--- src/rtl/trap_ctrl.sv ---
// Machine-mode trap entry / MRET return sequencer: arbitrates exceptions, MRET and
// interrupts, drains the pipeline, strobes the csr updates, then redirects fetch.
module trap_ctrl #(
   parameter int XLEN         = 32,
   parameter int FLUSH_CYCLES = 2
) (
   input  logic            clk,
   input  logic            reset_n,
   input  logic            exc_valid,
   input  logic [4:0]      exc_cause,
   input  logic [XLEN-1:0] exc_pc,
   input  logic            mret_valid,
   input  logic            commit_valid,
   input  logic [XLEN-1:0] commit_next_pc,
   input  logic            irq_ext,
   input  logic            irq_timer,
   input  logic            irq_sw,
   input  logic            mstatus_mie,
   input  logic [2:0]      mie_en,
   input  logic [XLEN-1:0] mtvec,
   input  logic [XLEN-1:0] mepc,
   output logic [2:0]      mip,
   output logic            trap_take,
   output logic [XLEN-1:0] trap_epc,
   output logic [XLEN-1:0] trap_cause,
   output logic            mret_take,
   output logic            flush,
   output logic            stall,
   output logic            redirect_valid,
   output logic [XLEN-1:0] redirect_pc,
   output logic            busy
);

   typedef enum logic [1:0] {IDLE, DRAIN, COMMIT, REDIRECT} state_t;
   typedef enum logic [1:0] {K_EXC, K_MRET, K_IRQ} kind_t;

   localparam logic [XLEN-1:0] ALIGN_MASK = ~XLEN'(3);

   state_t          state, state_nxt;
   kind_t           kind_r;
   logic [3:0]      code_r;
   logic [3:0]      cnt_r;
   logic [XLEN-1:0] epc_r, cause_r, pc_r;
   logic            ext_m, ext_s, timer_r, sw_r;
   logic [2:0]      pend;
   logic            irq_ok, accept;
   logic [3:0]      irq_code;

   function automatic logic [XLEN-1:0] target_pc(
      input kind_t kind, input logic [3:0] code,
      input logic [XLEN-1:0] tvec, input logic [XLEN-1:0] epc);
      logic [XLEN-1:0] base;
      base = tvec & ALIGN_MASK;
      if (kind == K_MRET)
         target_pc = epc & ALIGN_MASK;
      else if (kind == K_IRQ && tvec[1:0] == 2'b01)
         target_pc = base + {{(XLEN-6){1'b0}}, code, 2'b00};
      else
         target_pc = base;
   endfunction

   // ext is asynchronous and needs two flops; timer/sw are already in this domain
   always_ff @(posedge clk or negedge reset_n) begin
      if (!reset_n) begin
         ext_m   <= 1'b0;
         ext_s   <= 1'b0;
         timer_r <= 1'b0;
         sw_r    <= 1'b0;
      end else begin
         ext_m   <= irq_ext;
         ext_s   <= ext_m;
         timer_r <= irq_timer;
         sw_r    <= irq_sw;
      end
   end

   assign mip    = {ext_s, timer_r, sw_r};
   assign pend   = mip & mie_en;
   assign irq_ok = (state == IDLE) && commit_valid && mstatus_mie && (|pend);
   assign accept = (state == IDLE) && (exc_valid || mret_valid || irq_ok);

   always_comb begin
      irq_code = 4'd7;
      if (pend[2])      irq_code = 4'd11;
      else if (pend[0]) irq_code = 4'd3;
   end

   always_ff @(posedge clk or negedge reset_n) begin
      if (!reset_n) state <= IDLE;
      else          state <= state_nxt;
   end

   always_comb begin
      state_nxt = state;
      unique case (state)
         IDLE:     if (accept) state_nxt = DRAIN;
         DRAIN:    if (cnt_r == 4'd0) state_nxt = COMMIT;
         COMMIT:   state_nxt = REDIRECT;
         REDIRECT: state_nxt = IDLE;
         default:  state_nxt = IDLE;
      endcase
   end

   always_ff @(posedge clk or negedge reset_n) begin
      if (!reset_n) begin
         kind_r  <= K_EXC;
         code_r  <= 4'd0;
         cnt_r   <= 4'd0;
         epc_r   <= '0;
         cause_r <= '0;
         pc_r    <= '0;
      end else begin
         if (accept) begin
            cnt_r <= 4'(FLUSH_CYCLES - 1);
            if (exc_valid) begin
               kind_r  <= K_EXC;
               code_r  <= 4'd0;
               epc_r   <= exc_pc;
               cause_r <= {{(XLEN-5){1'b0}}, exc_cause};
            end else if (mret_valid) begin
               kind_r  <= K_MRET;
               code_r  <= 4'd0;
               epc_r   <= '0;
               cause_r <= '0;
            end else begin
               kind_r  <= K_IRQ;
               code_r  <= irq_code;
               epc_r   <= commit_next_pc;
               cause_r <= {1'b1, {(XLEN-5){1'b0}}, irq_code};
            end
         end else if (state == DRAIN && cnt_r != 4'd0) begin
            cnt_r <= cnt_r - 4'd1;
         end
         // csr writes have settled by COMMIT, so the vector/return PC is taken here
         if (state == COMMIT)
            pc_r <= target_pc(kind_r, code_r, mtvec, mepc);
      end
   end

   always_comb begin
      flush          = 1'b0;
      stall          = 1'b0;
      busy           = 1'b0;
      trap_take      = 1'b0;
      mret_take      = 1'b0;
      redirect_valid = 1'b0;
      trap_epc       = '0;
      trap_cause     = '0;
      redirect_pc    = '0;
      unique case (state)
         IDLE: ;
         DRAIN: begin
            flush = 1'b1;
            stall = 1'b1;
            busy  = 1'b1;
         end
         COMMIT: begin
            stall = 1'b1;
            busy  = 1'b1;
            if (kind_r == K_MRET) begin
               mret_take = 1'b1;
            end else begin
               trap_take  = 1'b1;
               trap_epc   = epc_r;
               trap_cause = cause_r;
            end
         end
         REDIRECT: begin
            stall          = 1'b1;
            busy           = 1'b1;
            redirect_valid = 1'b1;
            redirect_pc    = pc_r;
         end
         default: ;
      endcase
   end

endmodule

--- config.mk ---
export PLATFORM = sky130hd
export DESIGN_NAME = trap_ctrl
export DESIGN_NICKNAME = d
export VERILOG_FILES = /design/src/rtl/trap_ctrl.sv
export SDC_FILE = /design/constraint.sdc
export NUM_CORES = 1
export LEC_CHECK = 0
export ABC_AREA = 1
export ABC_CLOCK_PERIOD_IN_PS = 2400
export CORE_ASPECT_RATIO = 1.1
export CORE_MARGIN = 2
export CORE_UTILIZATION = 42
export DETAILED_ROUTE_END_ITERATION = 10
export PLACE_DENSITY = 0.93
export SETUP_SLACK_MARGIN = 0.15
export SLEW_MARGIN = 20
export SYNTH_ARGS = -nofsm -noshare
export SYNTH_HDL_FRONTEND = slang
export SYNTH_SLANG_ARGS = --single-unit
--- constraint.sdc ---
create_clock -name clk -period 2.4 [get_ports clk]
set_input_delay 0.48 -clock clk [delete_from_list [all_inputs] [get_ports clk]]
set_output_delay 0.48 -clock clk [all_outputs]
set_load 0.05 [all_outputs]
# Word level (Yosys, flattened, before mapping)
# Cells that the tools add are included.
# W data, S select, Z words.
dict set report word_totals {
  out_inout_bits 105
  input_bits 145
  reg_bits 112
}
dict set report op_classes {
  n_addsub 2
  n_reduce_logical 15
  n_eq_ne 8
  mux 29
  bitwise_logic 1
}
# operator n
set ops {}
lappend ops {{$mux W32} 11}
lappend ops {{$add A32 B6 Y32} 1}
lappend ops {{$mux W4} 5}
lappend ops {{$mux W2} 4}
lappend ops {{$pmux W2 S4} 1}
lappend ops {{$mux W1} 7}
lappend ops {{$eq A2 B1 Y1 const B} 3}
lappend ops {{$eq A2 B2 Y1 const B} 3}
lappend ops {{$logic_and A1 B1 Y1} 6}
lappend ops {{$reduce_or A3 Y1} 2}
lappend ops {{$logic_not A4 Y1} 1}
lappend ops {{$ne A2 B2 Y1 const B} 2}
lappend ops {{$reduce_bool A4 Y1} 1}
lappend ops {{$sub A4 B1 Y4 const B} 1}
lappend ops {{$and A3 B3 Y3} 1}
lappend ops {{$mux W3} 1}
lappend ops {{$logic_not A2 Y1} 1}
lappend ops {{$logic_or A1 B1 Y1} 2}
lappend ops {{$reduce_and A2 Y1} 1}
lappend ops {{$reduce_bool A2 Y1} 1}

# Depth between registers and ports, before layout
dict set report depth {
  ltp_word 8
  depth_mapped 11
  depth_no_buf 11
}

# Least setup slack after synthesis
# OpenSTA, ideal clock, no wires.
dict set report synth_path {
  path_type {reg2out}
  startpoint {reg state[0]}
  endpoint {out trap_epc[11]}
  required_ns 1.920
  path_buffers 2
  path_slack_ns -0.009
  arrival_time_ns 1.929
  stages_incl_launch_ff 7
  cell_sequence {dfrtp_1 inv_1 ha_1 inv_2 clkbuf_1 clkbuf_1 nor2_1}
}
dict set report synth_via {
  elab_chain_cells 2
}
# item line_no
set synth_lines {}
lappend synth_lines {{from (decl)} 39} ;# state_t state, state_nxt;
lappend synth_lines {{from (signal assigned)} 90} ;# else state <= state_nxt;
lappend synth_lines {{$eq A2 B2 Y1} 150} ;# unique case (state)
lappend synth_lines {{$mux W32} 150}
lappend synth_lines {{to (decl)} 24} ;# output logic [XLEN-1:0] trap_epc,
# No other way between the ends.

# Final worst setup path
dict set report layout_path {
  startpoint {reg state[0]}
  endpoint {out trap_epc[17]}
}
# The elaborated chain is that of the path after synthesis.

==> results.toml <==
[worst_setup_path]
crit_fanout = 29
worst_setup_path_start_kind = "register"
cpMostUsedCell = "inv_2"
cp_num_buf_inv = 4
cp-end-kind = "primary output"
crit_type = "reg -> out"
cp.required_ns = 1.92
crit_slowest_cell = "dfrtp_1"
cpLargestDelayFamily = "buffers and inverters"
cpPeakStageDelay_ns = 0.41
crit_chain = "inv_2 > ha_1 > inv_2 > buf_8 > nor2_1 > buf_4"
cp_data_arrival_time_ns = 1.70

[route]
top_layer_used = "met4"
wl_met2_um = 9640
wl_met1_um = 6800
ant_nets = 0
wl_um = 18500
drt_pass1_iterations = 5
viasPerCell = 5.24
wl_per_cell_um = 15.8
drc = 0
wl_met3_um = 1500
drt_iter0_markers = 418
vias = 6114

[logic_synthesis]
netlist.area_leader.share = 0.371
ys_ff_latch = 81
synth_cell_types = 33
synth_area_leaders = "dfrtp_1 (37%), nand2_1 (15%), nand3_1 (13%), inv_1 (5.7%), buf_4 (4.8%)"
synthCells = 789
synth_edf_count = 0
synth_area_per_cell_sq_um = 6.93
synthArstFlopShare = 1.00
synth_ff_type = "dfrtp_1"
yosys_warnings = 0
synth.largest_area_cell = "dfrtp_1"
synth-seq-area-share = 0.371
synth_area_sq_um = 5470

[floorplan]
start_util = 0.432
ios = 250
die_x_um = 113
fp.dieH_um = 124
row_count = 43
fp.coreArea_sq_um = 12600
dieArea_sq_um = 13900

[global_routing]
track_usage = 0.261
antenna_found_initial = 0
grt_max_degree = 71
grt_first_pass_wirelength_um = 28500
grt_pass1_vias = 5821
grt-ovfl-total = 0

[cts]
cts_buffer_depth = 2
cts_made_buffers = 9
clkSlewWorstSetupHoldPaths_ns = 0.06
cts.sinks = 81
cts_tree = "built"
htreeDepth = 3
insertion_delay_ns = 0.33
cts_root_buf = "clkbuf_16"

[place]
gp_congestion = 0.928
io_buffers = 219
dp_hpwl_um = 13800
dpl_worst_slack_ns = -0.153

[timing]
layout_min_cycle_time_ns = 2.18
rsz0062_at_grt = "yes"
final-setup-viol-count = 0
hold_violations = 0
skew_ns = 0.00463
relSlewSlack = 0.637
tightest_slew_ns = 0.547
slew_violations = 0
fin_ws_ns = 0.216
max_clock_freq_mhz = 458
tns_ns = 0
fin_crit_sh = 0.910

[cells_and_area]
nets = 1163
drive_gt1_frac = 0.150
layout.area.seq_sq_um = 2030
areaGrowthSynthToFinish_pct = 55.8
antenna_cells = 0
multiInputGateArea_sq_um = 2860
fillCellCount = 993

[min_path]
holdCritPathClass = "in -> async"

[run_status]
status = "completed"

[power_and_ir_drop]
combPwrFrac = 0.613
intPower_w = 0.00540
seq_power_share = 0.230
powerDensity_nw_per_um2 = 1180
max-vdd-ir-drop_mv = 0.760
clockPowerShare = 0.157
p_switching_w = 0.00467
switching_share = 0.464
leakage_nw = 4.11

[run]
cap_violations = 0
==> routing by layer <==
| metal | vias up | GRT usage |
|---|---|---|
| met3 | 43 | 0.0555 |
| met5 | - | 0 |
| met1 | 2841 | 0.296 |
| li1 | 2910 | - |
| met4 | 0 | 0.113 |
| met2 | 320 | 0.474 |
==> cell families after synthesis <==
family,Yosys count,synth area share
buffers and inverters,157,0.137
DFF,81,0.371
adders and majority gates,12,0.0288
and+or+nand+nor,469,0.373
other,1,0.000686
xor gates and xnor gates,9,0.0144
AOI/OAI and AO/OA,60,0.0753
==> what timing repair did <==
action,in CTS,in global routing
gates resized for setup,7,16
hold buffers,0,0
buffers inserted,2,2
hold endpoints to repair,0,0
endpoints found under the setup margin,30,44
pin swaps,0,4
==> power groups by stage <==
stage	registers (W)	clock network, W	logic [W]
4_1_cts	0.00230	0.00160	0.00612
5_1_grt	0.00238	0.00166	0.00661
2_1_floorplan	0.00223	0	0.00381
3_3_place_gp	0.00229	0	0.00588
6_report	0.00231	0.00158	0.00617
3_5_place_dp	0.00232	0	0.00602
==> state kept, by name (all words and copies together), names as in the netlist, 2 cells and up <==
name and flops:
code_r 3, pc_r 30, cause_r 5, epc_r 32, state 2, cnt_r 4
==> per-stage QoR <==
stage          hold slack [ns]  cells  utilization  total power [W]  cell area [sq um]
2_1_floorplan            0.184    816            -          0.00604               5590
3_5_place_dp             0.345   1148        0.639          0.00834               8080
6_report                 0.100   1166        0.673           0.0101               8510
4_1_cts                  0.110   1164        0.668           0.0100               8450
3_3_place_gp             0.336   1148        0.639          0.00816               8080
5_1_grt                  0.132   1166        0.673           0.0107               8510
==> final timing paths <==
kind | start | end | slack, ns | cells after the start
setup / recovery | state[0] | trap_epc[17] | 0.22 | 6
hold / removal | reset_n | pc_r[23] | 0.1 | 1
setup reg to reg | code_r[1] | pc_r[19] | 0.36 | 11
hold reg to reg | ext_m | ext_s | 0.36 | 0
max in group asynchronous | reset_n | epc_r[15] | 1.67 | 2
min in group clk | ext_m | ext_s | 0.36 | 0
==> Yosys cell counts (11+ instances only) <==
cell type / number
o21bai_1: 11
o21ai_0: 11
inv_1: 83
nand2_1: 217
a21oi_1: 12
buf_2: 15
nand3_1: 147
a22o_1: 14
clkbuf_1: 16
nor2_1: 70
ha_1: 11
buf_4: 35
dfrtp_1: 81
nand4_1: 14
==> cell type report <==
type / count / share of cell area
tap: 157 / 0.0231
inverter: 88 / 0.0394
sequential: 81 / 0.238
clock inverter: 3 / 0.0106
timing repair buffer: 248 / 0.324
clock buffer: 11 / 0.0285
multi-input combinational: 578 / 0.336
==> cells in the final DEF, fill, tap and decap left out, drive strengths merged, types with 8 or more instances in the layout <==
cell type	count
ha	11
a22o	14
clkdlybuf4s50	144
dfrtp	81
nor3	8
buf	103
nand2	217
inv	88
a21oi	13
nor2	77
conb	28
o21bai	11
nand3	148
o21ai	14
nand4	14
clkbuf	11
(Power assumes the default switching activity.)
